[config.mk]
export PLATFORM = sky130hd
export DESIGN_NAME = trap_unit
export DESIGN_NICKNAME = d
export VERILOG_FILES = /design/src/rtl/trap_unit.sv
export SDC_FILE = /design/constraint.sdc
export NUM_CORES = 1
export LEC_CHECK = 0
export ABC_AREA = 1
export BUFFER_PORTS_ARGS = -buffer_cell sky130_fd_sc_hd__buf_2
export CAP_MARGIN = 15
export CORE_MARGIN = 4
export CORE_UTILIZATION = 30
export CTS_CLUSTER_SIZE = 40
export DETAILED_ROUTE_END_ITERATION = 10
export PLACE_DENSITY = 0.53
export RECOVER_POWER = 25
export SLEW_MARGIN = 10
export SYNTH_ARGS = -nofsm -noshare
export SYNTH_HDL_FRONTEND = slang
export SYNTH_SLANG_ARGS = --single-unit
[constraint.sdc]
create_clock -name clk -period 1.87 [get_ports clk]
set_input_delay 0.374 -clock clk [delete_from_list [all_inputs] [get_ports clk]]
set_output_delay 0.374 -clock clk [all_outputs]
set_load 0.05 [all_outputs]
[src/rtl/trap_unit.sv]
// Machine-mode trap controller: arbitrates exceptions against enabled interrupts, owns the trap CSRs, and issues trap/mret redirects.
// Optional macro TRAP_VECTORED_EN enables mtvec MODE=1 (vectored interrupts); when undefined, MODE is hardwired to 0.
module trap_unit #(
    parameter logic [31:0] MTVEC_RESET     = 32'h0000_0000,
    parameter int          IRQ_SYNC_STAGES = 1
) (
    input  logic        clk,
    input  logic        rst,
    input  logic        csr_rd_en,
    input  logic        csr_wr_en,
    input  logic [11:0] csr_addr,
    input  logic [31:0] csr_wr_data,
    output logic [31:0] csr_rd_data,
    input  logic        global_mie,
    input  logic        stall,
    input  logic [31:0] pc,
    input  logic        exc_req,
    input  logic [3:0]  exc_cause,
    input  logic [31:0] exc_tval,
    input  logic        mret,
    input  logic        irq_ext,
    input  logic        irq_sw,
    input  logic        irq_timer,
    output logic        trap,
    output logic        redirect,
    output logic [31:0] redirect_pc
);

    localparam logic [11:0] ADDR_MIE    = 12'h304;
    localparam logic [11:0] ADDR_MTVEC  = 12'h305;
    localparam logic [11:0] ADDR_MEPC   = 12'h341;
    localparam logic [11:0] ADDR_MCAUSE = 12'h342;
    localparam logic [11:0] ADDR_MTVAL  = 12'h343;
    localparam logic [11:0] ADDR_MIP    = 12'h344;
    localparam logic [31:0] MIE_MASK    = 32'h0000_0888;

    typedef enum logic [1:0] {RUN, TRAP, RET} state_t;

    state_t      state, next_state;
    logic [2:0]  irq_sync [IRQ_SYNC_STAGES];
    logic [31:0] mip, mie, mepc, mcause, mtval, irq_active;
    logic [29:0] mtvec_base;
    logic [1:0]  mtvec_mode;
    logic [3:0]  irq_code;
    logic        irq_pend, take;

    // Each sync stage holds {ext, sw, timer}; the last stage is what mip exposes.
    always_ff @(posedge clk) begin
        if (rst) begin
            for (int i = 0; i < IRQ_SYNC_STAGES; i++) irq_sync[i] <= 3'b000;
        end else begin
            irq_sync[0] <= {irq_ext, irq_sw, irq_timer};
            for (int i = 1; i < IRQ_SYNC_STAGES; i++) irq_sync[i] <= irq_sync[i-1];
        end
    end

    assign mip = {20'b0, irq_sync[IRQ_SYNC_STAGES-1][2], 3'b0,
                  irq_sync[IRQ_SYNC_STAGES-1][0], 3'b0,
                  irq_sync[IRQ_SYNC_STAGES-1][1], 3'b0};

    assign irq_active = mip & mie;
    assign irq_pend   = (|irq_active) & global_mie;
    assign take       = (exc_req | irq_pend) & ~stall & (state == RUN);

    // Interrupt priority: external, then software, then timer.
    always_comb begin
        irq_code = 4'd0;
        if (irq_active[11])     irq_code = 4'd11;
        else if (irq_active[3]) irq_code = 4'd3;
        else if (irq_active[7]) irq_code = 4'd7;
    end

`ifdef TRAP_VECTORED_EN
    always_ff @(posedge clk) begin
        if (rst) begin
            mtvec_mode <= MTVEC_RESET[1:0];
        end else if (csr_wr_en && csr_addr == ADDR_MTVEC && !csr_wr_data[1]) begin
            mtvec_mode <= csr_wr_data[1:0];
        end
    end
`else
    assign mtvec_mode = 2'b00;
`endif

    // Trap capture is placed after the CSR write so it overrides a same-cycle write.
    always_ff @(posedge clk) begin
        if (rst) begin
            mtvec_base <= MTVEC_RESET[31:2];
            mie        <= 32'h0;
            mepc       <= 32'h0;
            mcause     <= 32'h0;
            mtval      <= 32'h0;
        end else begin
            if (csr_wr_en) begin
                case (csr_addr)
                    ADDR_MTVEC:  mtvec_base <= csr_wr_data[31:2];
                    ADDR_MIE:    mie        <= csr_wr_data & MIE_MASK;
                    ADDR_MEPC:   mepc       <= csr_wr_data & ~32'h3;
                    ADDR_MCAUSE: mcause     <= csr_wr_data;
                    ADDR_MTVAL:  mtval      <= csr_wr_data;
                    default: ;
                endcase
            end
            if (take) begin
                mepc <= pc & ~32'h3;
                if (exc_req) begin
                    mcause <= {28'b0, exc_cause};
                    mtval  <= exc_tval;
                end else begin
                    mcause <= {1'b1, 27'b0, irq_code};
                    mtval  <= 32'h0;
                end
            end
        end
    end

    always_comb begin
        csr_rd_data = 32'h0;
        if (csr_rd_en) begin
            case (csr_addr)
                ADDR_MTVEC:  csr_rd_data = {mtvec_base, mtvec_mode};
                ADDR_MIE:    csr_rd_data = mie;
                ADDR_MIP:    csr_rd_data = mip;
                ADDR_MEPC:   csr_rd_data = mepc;
                ADDR_MCAUSE: csr_rd_data = mcause;
                ADDR_MTVAL:  csr_rd_data = mtval;
                default:     csr_rd_data = 32'h0;
            endcase
        end
    end

    always_ff @(posedge clk) begin
        if (rst) state <= RUN;
        else     state <= next_state;
    end

    always_comb begin
        next_state = RUN;
        case (state)
            RUN: begin
                if (take)                next_state = TRAP;
                else if (mret && !stall) next_state = RET;
                else                     next_state = RUN;
            end
            TRAP:    next_state = RUN;
            RET:     next_state = RUN;
            default: next_state = RUN;
        endcase
    end

    // Outputs depend only on registered state; reset suppresses a pulse already in flight.
    always_comb begin
        trap        = 1'b0;
        redirect    = 1'b0;
        redirect_pc = 32'h0;
        if (!rst) begin
            case (state)
                TRAP: begin
                    trap        = 1'b1;
                    redirect    = 1'b1;
                    redirect_pc = {mtvec_base, 2'b00};
                    if (mtvec_mode == 2'd1 && mcause[31])
                        redirect_pc = {mtvec_base, 2'b00} + {mcause[29:0], 2'b00};
                end
                RET: begin
                    redirect    = 1'b1;
                    redirect_pc = mepc;
                end
                default: ;
            endcase
        end
    end

endmodule

==> summary.md <==
| Metric | Value |
|---|---|
| I/O pin cnt | `189` |
| Most frequent cells in the layout | `nand2_1 (309), nand3_1 (216), dfxtp_1 (130)` |
| Slew Limit Fails | `0` |
| Via Count | `8818` |
| Top FF cell, synth | `dfxtp_1` |
| DR vias/cell | `4.976` |
| CTS Root Cell | `clkbuf_16` |
| Core footprint | `25110 um^2` |
| Number of diodes | `0` |
| Grt ovf | `0` |
| Cell area after placement | `9629 um^2` |
| Cell Area, Synth | `7634 um^2` |
| Num rows | `58` |
| PortBufs | `184` |
| Die area | `28060 um^2` |
| VDD IR max | `0.4892 mV` |
| Worst skew pair latency | `0.42 ns` |
| Dpl ws | `-0.4524 ns` |
| Clk slew on worst S/H paths | `0.06 ns` |
| Tot Pwr | `7.647 mW` |
| Die Height | `167.5 um` |
| Worst slew pin tran | `0.9285 ns` |
| Seq cells post-synth | `132` |
| Routed wire length | `33.09 mm` |
| RSZ-0062 raised after global routing | `true` |
| Post-route ant nets | `0` |
| First-pass DRT Iterations | `5` |
| CP startpoint kind | `register` |
| Fraction of layout cells with a size suffix above 1 | `31.35%` |
| Post-synth EDFFs | `0` |
| CTS Hold Bufs | `0` |
| Skew final | `0.008563 ns` |
| Area delta synth->final | `53.11%` |
| Netlist cell types | `26` |
| Htree depth | `4` |
| Clock Path Buffers | `2` |
| CTS tree | `yes` |
| Failing checks | `setup timing` |
| Max-Cap Viols | `0` |
| Initial antenna violation count | `2` |
| Wire length per cell | `18.67 um` |
| Commonest non-fill, non-tap cell in the layout | `nand2_1` |
| LEAKAGE | `4.938 nW` |
| P per Cell Area | `654.3 nW/um^2` |
| Final cycle utilization of the critical path | `114.6%` |
| Count of warnings emitted by yosys | `0` |
| Number of global-route vias before repair | `8463` |
| Starting density of the core | `30.40%` |
| Largest net degree at the start of global routing | `102` |
| Post-synth ARST share | `0%` |
| Register area share after synthesis | `34.62%` |
| Slew headroom | `38.10%` |
| DP HPWL | `20.59 mm` |
| Outcome | `finished with violations` |
| Hold crit path type | `input pin to register` |
| Min Tclk post-route | `2.143 ns` |
| Post-route cell area | `11690 um^2` |
| Setup Viol. Count Final | `78` |
| Setup TNS | `-15.05 ns` |
| Die X-Extent | `167.5 um` |
| Residual DRC count | `0` |
| FMAX | `0.4667 GHz` |
| Post-Synthesis Cells | `1232` |
| Hold Vio Cnt, Final | `0` |
| Mean Syn Cell Area | `6.196 um^2` |
| Placer Congestion | `0.7893` |
| Initial DRC Count | `598` |
| Global-route wire length before repair | `49.31 mm` |
| Global-route usage over all layers | `22.51%` |
| CTS sink cnt | `132` |
| Final #Nets | `1555` |
| Critical path endpoint category | `primary output` |
| Worst Setup Path Type | `register to primary output` |
| Fillers | `2651` |
| Setup ws final | `-0.2725 ns` |
| Critical path arrival | `1.77 ns` |
| Crit path max fanout | `6` |
| Critical Path RT | `1.50 ns` |
| CTS buffer count | `17` |
| Worst hold slack | `0.1550 ns` |
==> power by group <==
part           total, mW  switching [mW]  internal (mW)
registers           2.98          0.0619           2.92
logic               1.00           0.630          0.374
clock network       3.66            1.38           2.29
total               7.65            2.07           5.58
==> worst max-delay path: stages, from the launching register on <==
cell and delay (ns):
dfxtp_2 0.35, inv_4 0.05, ha_4 0.29, nand2_8 0.12, buf_16 0.19, a21oi_4 0.16
buf_6 0.18
==> per-stage QoR <==
step / util (%) / cells
final: 46.55 / 1772
after global routing: 46.55 / 1772
after CTS: 45.39 / 1767
after detailed placement: 38.35 / 1719
after global placement: 38.35 / 1719
after floorplan: - / 1233
==> kinds of logic (layout without fill, tap and decap cells) <==
| logic type | count (synthesis) | count (layout) | synth area share, % |
|---|---|---|---|
| fa+ha+maj | 3 | 3 | 0.4918 |
| compound gates | 184 | 184 | 12.06 |
| simple gates | 734 | 734 | 42.44 |
| flops | 132 | 132 | 34.62 |
| buf+inv | 178 | 387 | 10.34 |
| other cells | 1 | 2 | 0.04913 |
==> sequential cells by signal, summed over array words and instances, names as in the netlist <==
register and cells:
mcause 32, mtval 32, mepc 30, mtvec_base 30
irq_sync 3, mie 3, state 2
==> synth_stat cells, types with 3 or more instances <==
| library cell | instances | share of area (%) |
|---|---|---|
| a21oi_1 | 90 | 5.9 |
| buf_1 | 3 | 0.15 |
| buf_2 | 38 | 2.5 |
| buf_4 | 7 | 0.69 |
| buf_6 | 4 | 0.59 |
| clkbuf_1 | 39 | 1.9 |
| dfxtp_1 | 132 | 35 |
| ha_1 | 3 | 0.49 |
| inv_1 | 77 | 3.8 |
| inv_2 | 8 | 0.39 |
| nand2_1 | 321 | 16 |
| nand2_2 | 4 | 0.33 |
| nand3_1 | 225 | 15 |
| nand3_2 | 3 | 0.39 |
| nor2_1 | 156 | 7.7 |
| nor2_2 | 6 | 0.49 |
| nor2_4 | 13 | 1.9 |
| o21ai_0 | 87 | 5.7 |
| o21ai_1 | 7 | 0.46 |
==> cell type report <==
type / instances / area (um^2) / share of cell area (%)
Sequential cell: 132 / 2645 / 22.63
Tap cell: 330 / 412.9 / 3.533
Multi-Input combinational cell: 923 / 4987 / 42.67
Clock inverter: 14 / 198.9 / 1.702
Inverter: 85 / 346.6 / 2.965
Timing Repair Buffer: 270 / 2658 / 22.74
Clock buffer: 18 / 439.2 / 3.758
==> final timing paths <==
check	start	end	slack, ns	depth (start not counted)
hold reg to reg	mtvec_base[1]	mtvec_base[1]	0.47	2
hold / removal	irq_ext	irq_sync[0][2]	0.15	3
setup / recovery	state[1]	redirect_pc[11]	-0.27	6
setup reg to reg	mie[11]	mtval[13]	-0.03	10
==> per-layer routing <==
layer | vias up | global-route usage [%] | part of all wire, %
li1 | 4374 | - | -
met1 | 4100 | 31.19 | 45
met2 | 308 | 36.15 | 47
met3 | 32 | 4.438 | 6.9
met4 | 4 | 5.646 | 1.3
met5 | - | 0 | 0.082
==> repair_timing <==
action,in CTS,in global routing
gates resized for setup,236,74
endpoints found under the setup margin,64,78
setup buffers,10,1
cloned,6,5
endpoints found under the hold margin,0,0
pin swaps,19,18
Power figures use the tool's default switching activity.
